## src/rtl/y_geom_pkg.sv

```systemverilog
// Geometry constants and FSM state type shared by the y-coordinate pipeline
// (sqrt stage, y calculation, matrix converter).
package y_geom_pkg;

  localparam int unsigned W     = 12;
  localparam int unsigned OUT_W = 32;
  localparam logic [W-1:0] INVALID = '1;

  typedef enum logic [1:0] {
    IDLE,
    SQUARE,
    ITER
  } state_t;

endpackage

```

## src/rtl/y_sqrt_calc_sqrt_step.sv

```systemverilog
// One digit-by-digit square-root iteration: consumes two radicand bits and
// yields the next partial remainder and partial root.
module sqrt_step #(
  parameter int unsigned W = 12
) (
  input  logic [W+1:0] rem_i,
  input  logic [W-1:0] root_i,
  input  logic [1:0]   bits_i,
  output logic [W+1:0] rem_o,
  output logic [W-1:0] root_o
);

  logic [W+1:0] cat;
  logic [W+1:0] trial;

  // Remainder never exceeds 2*root, so W+2 bits hold both the shifted-in
  // value and the signed trial difference without overflow.
  always_comb begin
    cat   = (rem_i << 2) | {{W{1'b0}}, bits_i};
    trial = cat - {root_i, 2'b01};
    if (trial[W+1]) begin
      rem_o  = cat;
      root_o = root_i << 1;
    end else begin
      rem_o  = trial;
      root_o = (root_i << 1) | {{(W-1){1'b0}}, 1'b1};
    end
  end

endmodule

```

## src/rtl/y_sqrt_calc.sv

```systemverilog
// Sequential floor(sqrt(d1^2 - x^2)) producing one root bit per clock;
// invalid geometry yields the saturated INVALID code.
module y_sqrt_calc #(
  parameter int unsigned      W       = y_geom_pkg::W,
  parameter int unsigned      OUT_W   = y_geom_pkg::OUT_W,
  parameter logic [W-1:0]     INVALID = y_geom_pkg::INVALID
) (
  input  logic             clk,
  input  logic             reset,
  input  logic             start,
  input  logic [W-1:0]     distance1,
  input  logic [W-1:0]     xValue,
  output logic             busy,
  output logic             done,
  output logic [OUT_W-1:0] sqrtY1Value
);

  import y_geom_pkg::*;

  localparam int unsigned CW = $clog2(W);

  state_t           state_q, state_d;
  logic [W-1:0]     d1_q, d1_d;
  logic [W-1:0]     x_q, x_d;
  logic [2*W-1:0]   rad_q, rad_d;
  logic [W+1:0]     rem_q, rem_d;
  logic [W-1:0]     root_q, root_d;
  logic [CW-1:0]    cnt_q, cnt_d;
  logic             busy_q, busy_d;
  logic             done_q, done_d;
  logic [OUT_W-1:0] out_q, out_d;

  logic [W+1:0]     step_rem;
  logic [W-1:0]     step_root;
  logic             invalid;
  logic [2*W-1:0]   sq_d1, sq_x;

  sqrt_step #(.W(W)) u_step (
    .rem_i  (rem_q),
    .root_i (root_q),
    .bits_i (rad_q[2*W-1 -: 2]),
    .rem_o  (step_rem),
    .root_o (step_root)
  );

  assign invalid = (x_q > d1_q) || (d1_q == '0) || (d1_q == INVALID);
  assign sq_d1   = (2*W)'(d1_q) * (2*W)'(d1_q);
  assign sq_x    = (2*W)'(x_q) * (2*W)'(x_q);

  always_comb begin
    state_d = state_q;
    d1_d    = d1_q;
    x_d     = x_q;
    rad_d   = rad_q;
    rem_d   = rem_q;
    root_d  = root_q;
    cnt_d   = cnt_q;
    busy_d  = busy_q;
    done_d  = 1'b0;
    out_d   = out_q;
    case (state_q)
      IDLE: begin
        if (start) begin
          d1_d    = distance1;
          x_d     = xValue;
          busy_d  = 1'b1;
          state_d = SQUARE;
        end
      end
      SQUARE: begin
        if (invalid) begin
          out_d   = OUT_W'(INVALID);
          done_d  = 1'b1;
          busy_d  = 1'b0;
          state_d = IDLE;
        end else begin
          rad_d   = sq_d1 - sq_x;
          root_d  = '0;
          rem_d   = '0;
          cnt_d   = CW'(W - 1);
          state_d = ITER;
        end
      end
      ITER: begin
        rad_d  = rad_q << 2;
        rem_d  = step_rem;
        root_d = step_root;
        cnt_d  = cnt_q - CW'(1);
        if (cnt_q == '0) begin
          out_d   = OUT_W'(step_root);
          done_d  = 1'b1;
          busy_d  = 1'b0;
          state_d = IDLE;
        end
      end
      default: state_d = IDLE;
    endcase
  end

  always_ff @(posedge clk) begin
    if (reset) begin
      state_q <= IDLE;
      d1_q    <= '0;
      x_q     <= '0;
      rad_q   <= '0;
      rem_q   <= '0;
      root_q  <= '0;
      cnt_q   <= '0;
      busy_q  <= 1'b0;
      done_q  <= 1'b0;
      out_q   <= '0;
    end else begin
      state_q <= state_d;
      d1_q    <= d1_d;
      x_q     <= x_d;
      rad_q   <= rad_d;
      rem_q   <= rem_d;
      root_q  <= root_d;
      cnt_q   <= cnt_d;
      busy_q  <= busy_d;
      done_q  <= done_d;
      out_q   <= out_d;
    end
  end

  assign busy        = busy_q;
  assign done        = done_q;
  assign sqrtY1Value = out_q;

endmodule

```

## config.mk

```make
export PLATFORM = sky130hd
export DESIGN_NAME = y_sqrt_calc
export DESIGN_NICKNAME = d
export VERILOG_FILES = /design/src/rtl/y_geom_pkg.sv /design/src/rtl/y_sqrt_calc_sqrt_step.sv /design/src/rtl/y_sqrt_calc.sv
export SDC_FILE = /design/constraint.sdc
export NUM_CORES = 1
export LEC_CHECK = 0
export CORE_MARGIN = 1
export CORE_UTILIZATION = 63
export DETAILED_ROUTE_END_ITERATION = 10
export PLACE_DENSITY = 0.85
export SLEW_MARGIN = 20
export SYNTH_ARGS = -nofsm -noshare
export SYNTH_HDL_FRONTEND = slang
export SYNTH_SLANG_ARGS = --single-unit
```

## constraint.sdc

```tcl
create_clock -name clk -period 8.8 [get_ports clk]
set_input_delay 1.76 -clock clk [delete_from_list [all_inputs] [get_ports clk]]
set_output_delay 1.76 -clock clk [all_outputs]
set_load 0.05 [all_outputs]
```

==> Word level (Yosys, flattened, before mapping) <==
Index checks and enable logic that the tools add are counted.
{ "word_totals": {"ff_bits": 112, "inputBits": 27, "output_inout_bits": 34, "word_cells": 60} }
{ "op_classes": {"n_addsub": 3, "multipliers": 2, "n_lt_le_gt_ge": 1, "n_eq_ne": 7, "n_mux": 24, "bitwise": 1, "reduce_logical": 12} }
{ "ops": {"columns": ["op", "count"], "rows": [
  ["$mux 32", 2],
  ["$pmux 32 s2", 1],
  ["$mul 12x12->24", 2],
  ["$pmux 12 s2", 2],
  ["$pmux 24 s2", 1],
  ["$mux 12", 3],
  ["$mux 24", 1],
  ["$sub 24x24->24", 1],
  ["$or 14x2->14", 1],
  ["$sub 14x14->14", 1],
  ["$eq 12x12->1 const B", 1],
  ["$gt 12x12->1", 1],
  ["$logic_not 12->1", 1],
  ["$ne 2x2->1 const B", 4],
  ["$pmux 4 s2", 1],
  ["$mux 1", 6],
  ["$mux 2", 3],
  ["$pmux 2 s3", 1],
  ["$reduce_and 2->1", 3],
  ["$logic_not 4->1", 1],
  ["$mux 4", 1],
  ["$reduce_and 4->1", 1],
  ["$sub 4x1->4 const B", 1],
  ["$pmux 1 s3", 1],
  ["8 further kinds", 9]
]} }

==> Logic depth before layout (Yosys ltp) <==
Gate-level depths: netlist of run 1.
{ "depth": {"depth_word": 5, "depth_mapped": 26, "depth_no_buf": 25} }

==> By module <==
Synthesis of run 1 repeated with hierarchy kept, for this count alone.
{ "hier_totals": {"hier_cells": 1561, "hier_area_um2": 13339.0} }
{ "modules_own_cells": {"columns": ["module", "instances", "cells_per_inst", "area_per_inst_um2"], "rows": [
  ["y_sqrt_calc", 1, 1436, 12426.9],
  ["sqrt_step", 1, 125, 912.1]
]} }

==> Least setup slack after synthesis of run 1 <==
OpenSTA, ideal clock, no wires.
{ "synth_path": {"path_kind": "register -> register", "start": "register d1_q[8]", "end": "register rad_q[18]", "setup_ns": 0.086, "t_arrival_ns": 6.240, "slack_ns": 2.475, "stages_incl_launch_ff": 25, "n_path_buf": 1, "synth_period_minus_slack_ns": 6.325, "cell_sequence": "dfxtp_1 buf_2 clkinv_1 nor2_1 inv_1 fa_1 inv_1 fa_1 inv_1 fa_1 inv_1 fa_1 fa_1 fa_1 inv_1 fa_1 inv_1 ha_1 and3_1 and3_1 nand3_1 a21o_1 nand3_1 or3b_2 a211oi_1"} }
{ "synth_via": {"elab_chain_len": 5, "word_cells_on_any_way": 11} }
{ "synth_lines": {"columns": ["item", "line", "rtl"], "rows": [
  ["start, declared", "y_sqrt_calc.sv:23", "logic [W-1:0] d1_q, d1_d;"],
  ["start signal, assigned", "y_sqrt_calc.sv:103", "d1_q <= '0;"],
  ["start signal, assigned", "y_sqrt_calc.sv:114", "d1_q <= d1_d;"],
  ["parallel branches: the longest is 5 deep, another holds $mul 12x12->24", null, null],
  ["end signal, assigned", "y_sqrt_calc.sv:116", "rad_q <= rad_d;"],
  ["end, declared", "y_sqrt_calc.sv:25", "logic [2*W-1:0] rad_q, rad_d;"]
]} }
Several ways; the timed one is not identified. The select of a mux whose other input is x is not followed.
A chain may end at the register's enable or synchronous reset.

==> Final worst setup path of run 1 <==
{ "layout_path": {"start": "register d1_q[4]", "end": "register rad_q[18]"} }
Same word-level chain as after synthesis.

==> impl_metrics.ini, run 1 <==
[status]
status = completed

[clock_network]
cts_buffers = 9
clkSinkCount = 92
ctsHoldBuffers = 0
htree_levels = 3
cts.path.max_buffers = 2
cts_setup_buffers = 0
clk_pin_slew_worst_paths_ps = 80
cts-root-buf = clkbuf_16
cts_tree = yes
clock_latency_ps = 360
postCtsResizedCells = 0

[layout]
antenna_cells = 0
regArea_sq_mm = 0.001842
layout-drive-gt1-share_pct = 2.267
area_growth_pct = 5.961
n_fill_cell = 1481
multi_input_area_sq_mm = 0.009344
fin_nets = 1863

[setup_path]
cp_cell_sequence = clkinv_1 -> nor2_1 -> inv_1 -> fa_1 -> inv_1 -> fa_1 -> inv_1 -> fa_1 -> inv_1 -> fa_1 -> fa_1 -> fa_1 -> inv_1 -> fa_1 -> inv_1 -> ha_1 -> and3_1 -> and3_1 -> nand3_1 -> a21o_1 -> nand3_1 -> or3b_2 -> a211oi_1
slowest_stage = dfxtp_1
rr_worst_depth = 23
critPathCaptureType = register
critPathMaxStageDelay_ps = 540
crit_arrival_ps = 7420
crit_type = register to register
crit_required_ps = 9070
worstSetupPathDepth = 23
cpLargestDelayFamily = adder cells
cp-start-kind = register
cp_num_buf_inv = 7
cpMostUsedCell = fa_1
worstPathMaxFanout = 8

[logic_synthesis]
synthArstFlopShare_pct = 0
synth_cell_types = 63
avgSynthCellArea_sq_um = 8.596
synth.area.top_cells = fa_1, dfxtp_1, ha_1
synth_edf_count = 0
yosys.area.top_type = fa_1
yosysMostFrequentCell = inv_1
syn_inst = 1492
yosys_most_used_dff = dfxtp_1
synth_commonest_cells = inv_1, fa_1, nand2_1
synth_warnings = 0
synth-seq-area-share_pct = 14.36
syn-cell-area_sq_mm = 0.01282
synth_top_area_share_pct = 31.38
ys_ff_latch = 92

[global_routing]
grt_pass1_wl_mm = 47.88
overflow = 0
grtUsageTotal_pct = 29.94
grt_max_degree = 83
antenna_found_initial = 0
first_global_vias = 10110

[floorplan]
io_pins = 61
dieArea_sq_mm = 0.02093
row_count = 51
core_sq_mm = 0.01972
initial_core_util_pct = 65.04
die_h_microns = 144.7
die_x_microns = 144.7

[timing]
fmaxAchievable_mhz = 139.8
maxSlewViolCount = 0
timing.slew.headroom_pct = 26.44
fin_crit_sh_pct = 81.29
holdWs_ps = 456.4
setup_viol = 0
finalHoldViolCount = 0
tightest_slew_ps = 1101
tns_ps = 0
fin_skew_ps = 12.65
rsz0062_at_grt = no
period_needed_ps = 7153

[drt]
post_drt_wl_per_cell_microns = 16.63
via_per_inst = 5.644
drt_iter0_markers = 921
dr.pass1.iters = 5
ant_nets = 0
vias = 9961
postRouteWirelength_mm = 29.35
drc = 0

[pwr]
pwr-share-seq_pct = 13.8
p_switching_uw = 2055
power_density_mw_per_mm2 = 292.0
clkPwrFrac_pct = 10.1
fin_total_pwr_uw = 3968
power.share.switching_pct = 51.79
p_comb_share_pct = 76.0
power.internal_uw = 1913
p_leak_uw = 0.006512
max-vdd-ir-drop_uv = 321.1

[place]
place.gp.congestion = 0.9387
io_buffers = 40
dp_hpwl_mm = 23.26

[worst_hold_path]
hp-class = register to register
hold_path_depth = 2

[job]
drv_cap = 0
-- area by class of cell --
cell class | count | share of cell area [%]
Clock inverter | 6 | 0.3867
Clock buffer | 10 | 1.759
Tap cell | 265 | 2.440
Inverter | 351 | 9.695
Timing Repair Buffer | 48 | 3.407
Multi-Input combinational cell | 993 | 68.76
Sequential cell | 92 | 13.55
-- stage by stage --
step	cells	worst slack [ps]	instance area, sq um	utilization, %
2_1_floorplan	1511	2475	12900	-
3_3_place_gp	1748	2015	13280	67.36
3_5_place_dp	1748	1745	13280	67.36
4_1_cts	1764	1674	13570	68.84
5_1_grt	1765	1316	13590	68.92
6_report	1765	1647	13590	68.92
-- layer usage --
layer | routed length, microns | global-route usage (%) | share of wire (%) | up-vias
met4 | 883 | 10.80 | 3.0 | 0
met2 | 14330 | 50.38 | 49 | 384
li1 | - | - | - | 4623
met1 | 11790 | 39.21 | 40 | 4884
met3 | 2342 | 4.607 | 8.0 | 70
met5 | 0 | 0 | 0 | -
-- sequential cells by signal (all words and copies together), names as in the netlist --
name / flops
rad_q: 24
d1_q: 12
rem_q: 12
root_q: 12
sqrtY1Value: 12
x_q: 12
cnt_q: 4
state_q: 2
busy: 1
done: 1
-- path summary, 6_finish.rpt --
path                               from                      to  slack (ps)
hold reg to reg   rad_q[0]$_SDFFE_PP0P_   rad_q[0]$_SDFFE_PP0P_         460
hold / removal    rad_q[0]$_SDFFE_PP0P_   rad_q[0]$_SDFFE_PP0P_         460
setup / recovery   d1_q[4]$_SDFFE_PP0P_  rad_q[18]$_SDFFE_PP0P_        1650
setup reg to reg   d1_q[4]$_SDFFE_PP0P_  rad_q[18]$_SDFFE_PP0P_        1650
-- logic make-up (layout without fill, tap and decap cells) --
family / Yosys count / after routing / share of synthesized area (%)
XOR/XNOR: 39 / 39 / 2.663
multiplexers: 18 / 18 / 1.405
flip-flops: 92 / 92 / 14.36
AO/OA/AOI/OAI: 205 / 205 / 10.50
buffers and inverters: 426 / 415 / 13.36
other: 1 / 20 / 0.02924
AND/OR/NAND/NOR: 370 / 370 / 12.65
adder cells (fa/ha/maj): 341 / 341 / 45.03
-- power by group through the flow --
stage | logic [uW] | registers [uW] | clock network [uW]
2_1_floorplan | 2250 | 563 | 0
3_3_place_gp | 2890 | 551 | 0
3_5_place_dp | 2970 | 554 | 0
4_1_cts | 3000 | 546 | 406
5_1_grt | 3340 | 555 | 420
6_report | 3020 | 549 | 401
-- cell usage in the layout, fill, tap and decap left out, types with 6 or more instances in the layout --
master           count
a21o_1              15
o2bb2ai_1            9
conb_1              20
clkdlybuf4s50_1     39
nand4_1              9
buf_4                7
o22ai_1             13
and3_1               6
clkbuf_16            9
nor2b_1              7
mux2i_1             18
clkinv_1             8
o211ai_1             6
nor4_1               6
fa_1               201
a211oi_1            21
dfxtp_1             92
and2_1              22
a22oi_1             11
nor2_1             117
a311oi_1             6
ha_1               140
nand2_1            150
o21ai_0             24
nand3_1             16
xnor2_1             24
nor3_1              16
inv_1              343
a21oi_1             66
xor2_1              15
-- worst reg2reg max path, stage by stage, from the launching register on --
cell	delay, ps
dfxtp_1	540
clkinv_1	390
nor2_1	310
inv_1	110
fa_1	510
inv_1	50
fa_1	500
inv_1	60
fa_1	540
inv_1	60
fa_1	480
fa_1	500
fa_1	500
inv_1	60
fa_1	500
inv_1	50
ha_1	370
and3_1	290
and3_1	190
nand3_1	90
a21o_1	240
nand3_1	90
or3b_2	440
a211oi_1	210
No activity file was read; power rests on OpenSTA's default activity.
==> run 2: changes to the inputs <==
- clock period: 8.8 -> 6.8 ns (I/O delays scaled with it)
==> impl_metrics.ini, run 2 (synthesis gave the netlist of run 1 again) <==
[global_routing]
first_global_vias = 10600
grt_max_degree = 83
overflow = 0
grt_pass1_wl_mm = 49.51
grtUsageTotal_pct = 30.96
antenna_found_initial = 0

[status]
status = completed

[floorplan]
die_x_microns = 144.7
row_count = 51
core_sq_mm = 0.01972
io_pins = 61
initial_core_util_pct = 65.04
die_h_microns = 144.7
dieArea_sq_mm = 0.02093

[drt]
vias = 10170
postRouteWirelength_mm = 30.47
drt_iter0_markers = 753
dr.pass1.iters = 5
post_drt_wl_per_cell_microns = 17.01
drc = 0
ant_nets = 0
via_per_inst = 5.677

[timing]
fmaxAchievable_mhz = 153.1
tightest_slew_ps = 1073
setup_viol = 0
fin_skew_ps = 10.56
finalHoldViolCount = 0
period_needed_ps = 6533
setup_ws_ps = 267.3
tns_ps = 0
maxSlewViolCount = 0
fin_crit_sh_pct = 96.07
rsz0062_at_grt = no
timing.slew.headroom_pct = 28.46

[pwr]
power_density_mw_per_mm2 = 378.5
pwr-share-seq_pct = 13.3
p_comb_share_pct = 77.0
p_leak_uw = 0.006645
power.internal_uw = 2542
p_switching_uw = 2686
clkPwrFrac_pct = 9.8
fin_total_pwr_uw = 5227
power.share.switching_pct = 51.38
max-vdd-ir-drop_uv = 362.2

[clock_network]
ctsHoldBuffers = 0
cts_tree = yes
cts-root-buf = clkbuf_16
clkSinkCount = 92
cts_buffers = 9
clk_pin_slew_worst_paths_ps = 70
htree_levels = 3
clock_latency_ps = 360
cts.path.max_buffers = 2

[layout]
antenna_cells = 0
final_cell_area_sq_mm = 0.01381
area_growth_pct = 7.678
fin_util_pct = 70.04
layout-drive-gt1-share_pct = 4.980
final_common_cell = inv_1
final_cell_mix = inv_1, fa_1, nand2_1, ha_1, nor2_1
fin_nets = 1889
largest_register = rad_q
largest_reg_flops = 24

[worst_hold_path]
hold_path_depth = 2
hp-class = register to register

[setup_path]
slowest_stage = fa_1
ff2ff_setup_slack_ps = 270
worstPathMaxFanout = 9
rr_worst_depth = 21
cp_cell_sequence = clkinv_1 -> nor2_1 -> fa_1 -> inv_1 -> fa_1 -> fa_1 -> inv_1 -> fa_1 -> fa_1 -> fa_1 -> inv_1 -> fa_1 -> inv_1 -> ha_1 -> a21oi_1 -> o21ai_0 -> a31oi_1 -> a21o_1 -> a21oi_1 -> or3b_2 -> a211oi_1
cp_num_buf_inv = 5
crit_required_ps = 7070
critPathCaptureType = register
crit_arrival_ps = 6800
worstSetupPathDepth = 21
crit_type = register to register
critPathMaxStageDelay_ps = 560
cp-start-kind = register
cpLargestDelayFamily = adder cells
cpMostUsedCell = fa_1

[place]
place.gp.congestion = 0.9553
postPlaceCellArea_sq_mm = 0.01349
dp_hpwl_mm = 24.29
dp_slack_ps = 69.48
io_buffers = 40

[job]
drv_cap = 0
==> run 2: changes by cell type in the layout (fill, tap and decap cells not counted), moves of 2 or more <==
| cell | previous run | this run |
|---|---|---|
| nor2_1 | 117 | 115 |
| inv_2 | 0 | 2 |
| buf_4 | 7 | 34 |
| dfxtp_1 | 92 | 83 |
| clkinv_1 | 8 | 6 |
| dfxtp_2 | 0 | 8 |
| nor2_2 | 1 | 3 |
| inv_6 | 1 | 3 |
==> run 2: worst register-to-register path, cell delays in order (launching register included) <==
cell	delay, ps
dfxtp_2	450
clkinv_1	180
nor2_1	250
fa_1	460
inv_1	90
fa_1	440
fa_1	560
inv_1	60
fa_1	480
fa_1	510
fa_1	490
inv_1	50
fa_1	500
inv_1	50
ha_1	350
a21oi_1	210
o21ai_0	160
a31oi_1	190
a21o_1	210
a21oi_1	120
or3b_2	450
a211oi_1	190
==> run 2: worst paths after layout <==
kind / startpoint / to
worst max-delay path: d1_q[10]$_SDFFE_PP0P_ / rad_q[18]$_SDFFE_PP0P_
worst min-delay path: rad_q[0]$_SDFFE_PP0P_ / rad_q[0]$_SDFFE_PP0P_
worst max register to register: d1_q[10]$_SDFFE_PP0P_ / rad_q[18]$_SDFFE_PP0P_
worst min register to register: rad_q[0]$_SDFFE_PP0P_ / rad_q[0]$_SDFFE_PP0P_
==> run 2: what timing repair did <==
item | in CTS | in global routing
endpoints found under the setup margin | 0 | 8
gates resized for setup | 0 | 18
setup buffers | 0 | 0
==> run 2: cell type report <==
| cell class | count | area, sq um |
|---|---|---|
| multi-input cells | 993 | 9361 |
| clock inverters | 7 | 67.56 |
| repair buffers | 74 | 650.6 |
| clock buffers | 9 | 225.2 |
| fillers | 1462 | 5908 |
| inverters | 351 | 1318 |
| well taps | 265 | 331.6 |
| flip-flops and latches | 92 | 1856 |
==> run 2: through the flow <==
| stage | hold WS, ps | cells |
|---|---|---|
| 2_1_floorplan | 431.5 | 1511 |
| 4_1_cts | 462.2 | 1791 |
| 3_3_place_gp | 440.0 | 1775 |
| 6_report | 459.3 | 1791 |
| 5_1_grt | 487.8 | 1791 |
| 3_5_place_dp | 452.1 | 1775 |
==> run 2: layer usage <==
layer	part of all wire, %	up-vias	track usage [%]	routed length, microns
li1	-	4669	-	-
met1	40	4977	38.91	12080
met2	48	431	52.33	14750
met3	8.0	91	5.561	2425
met4	4.0	0	13.41	1222
met5	0	-	0	0
==> run 2: power groups by stage <==
stage / Sequential, uW / Combinational [uW] / Clock (uW)
finish: 693 / 4020 / 510
global route: 701 / 4450 / 536
CTS: 689 / 3950 / 512
detailed placement: 700 / 3900 / 0
global placement: 696 / 3790 / 0
floorplan: 729 / 2920 / 0
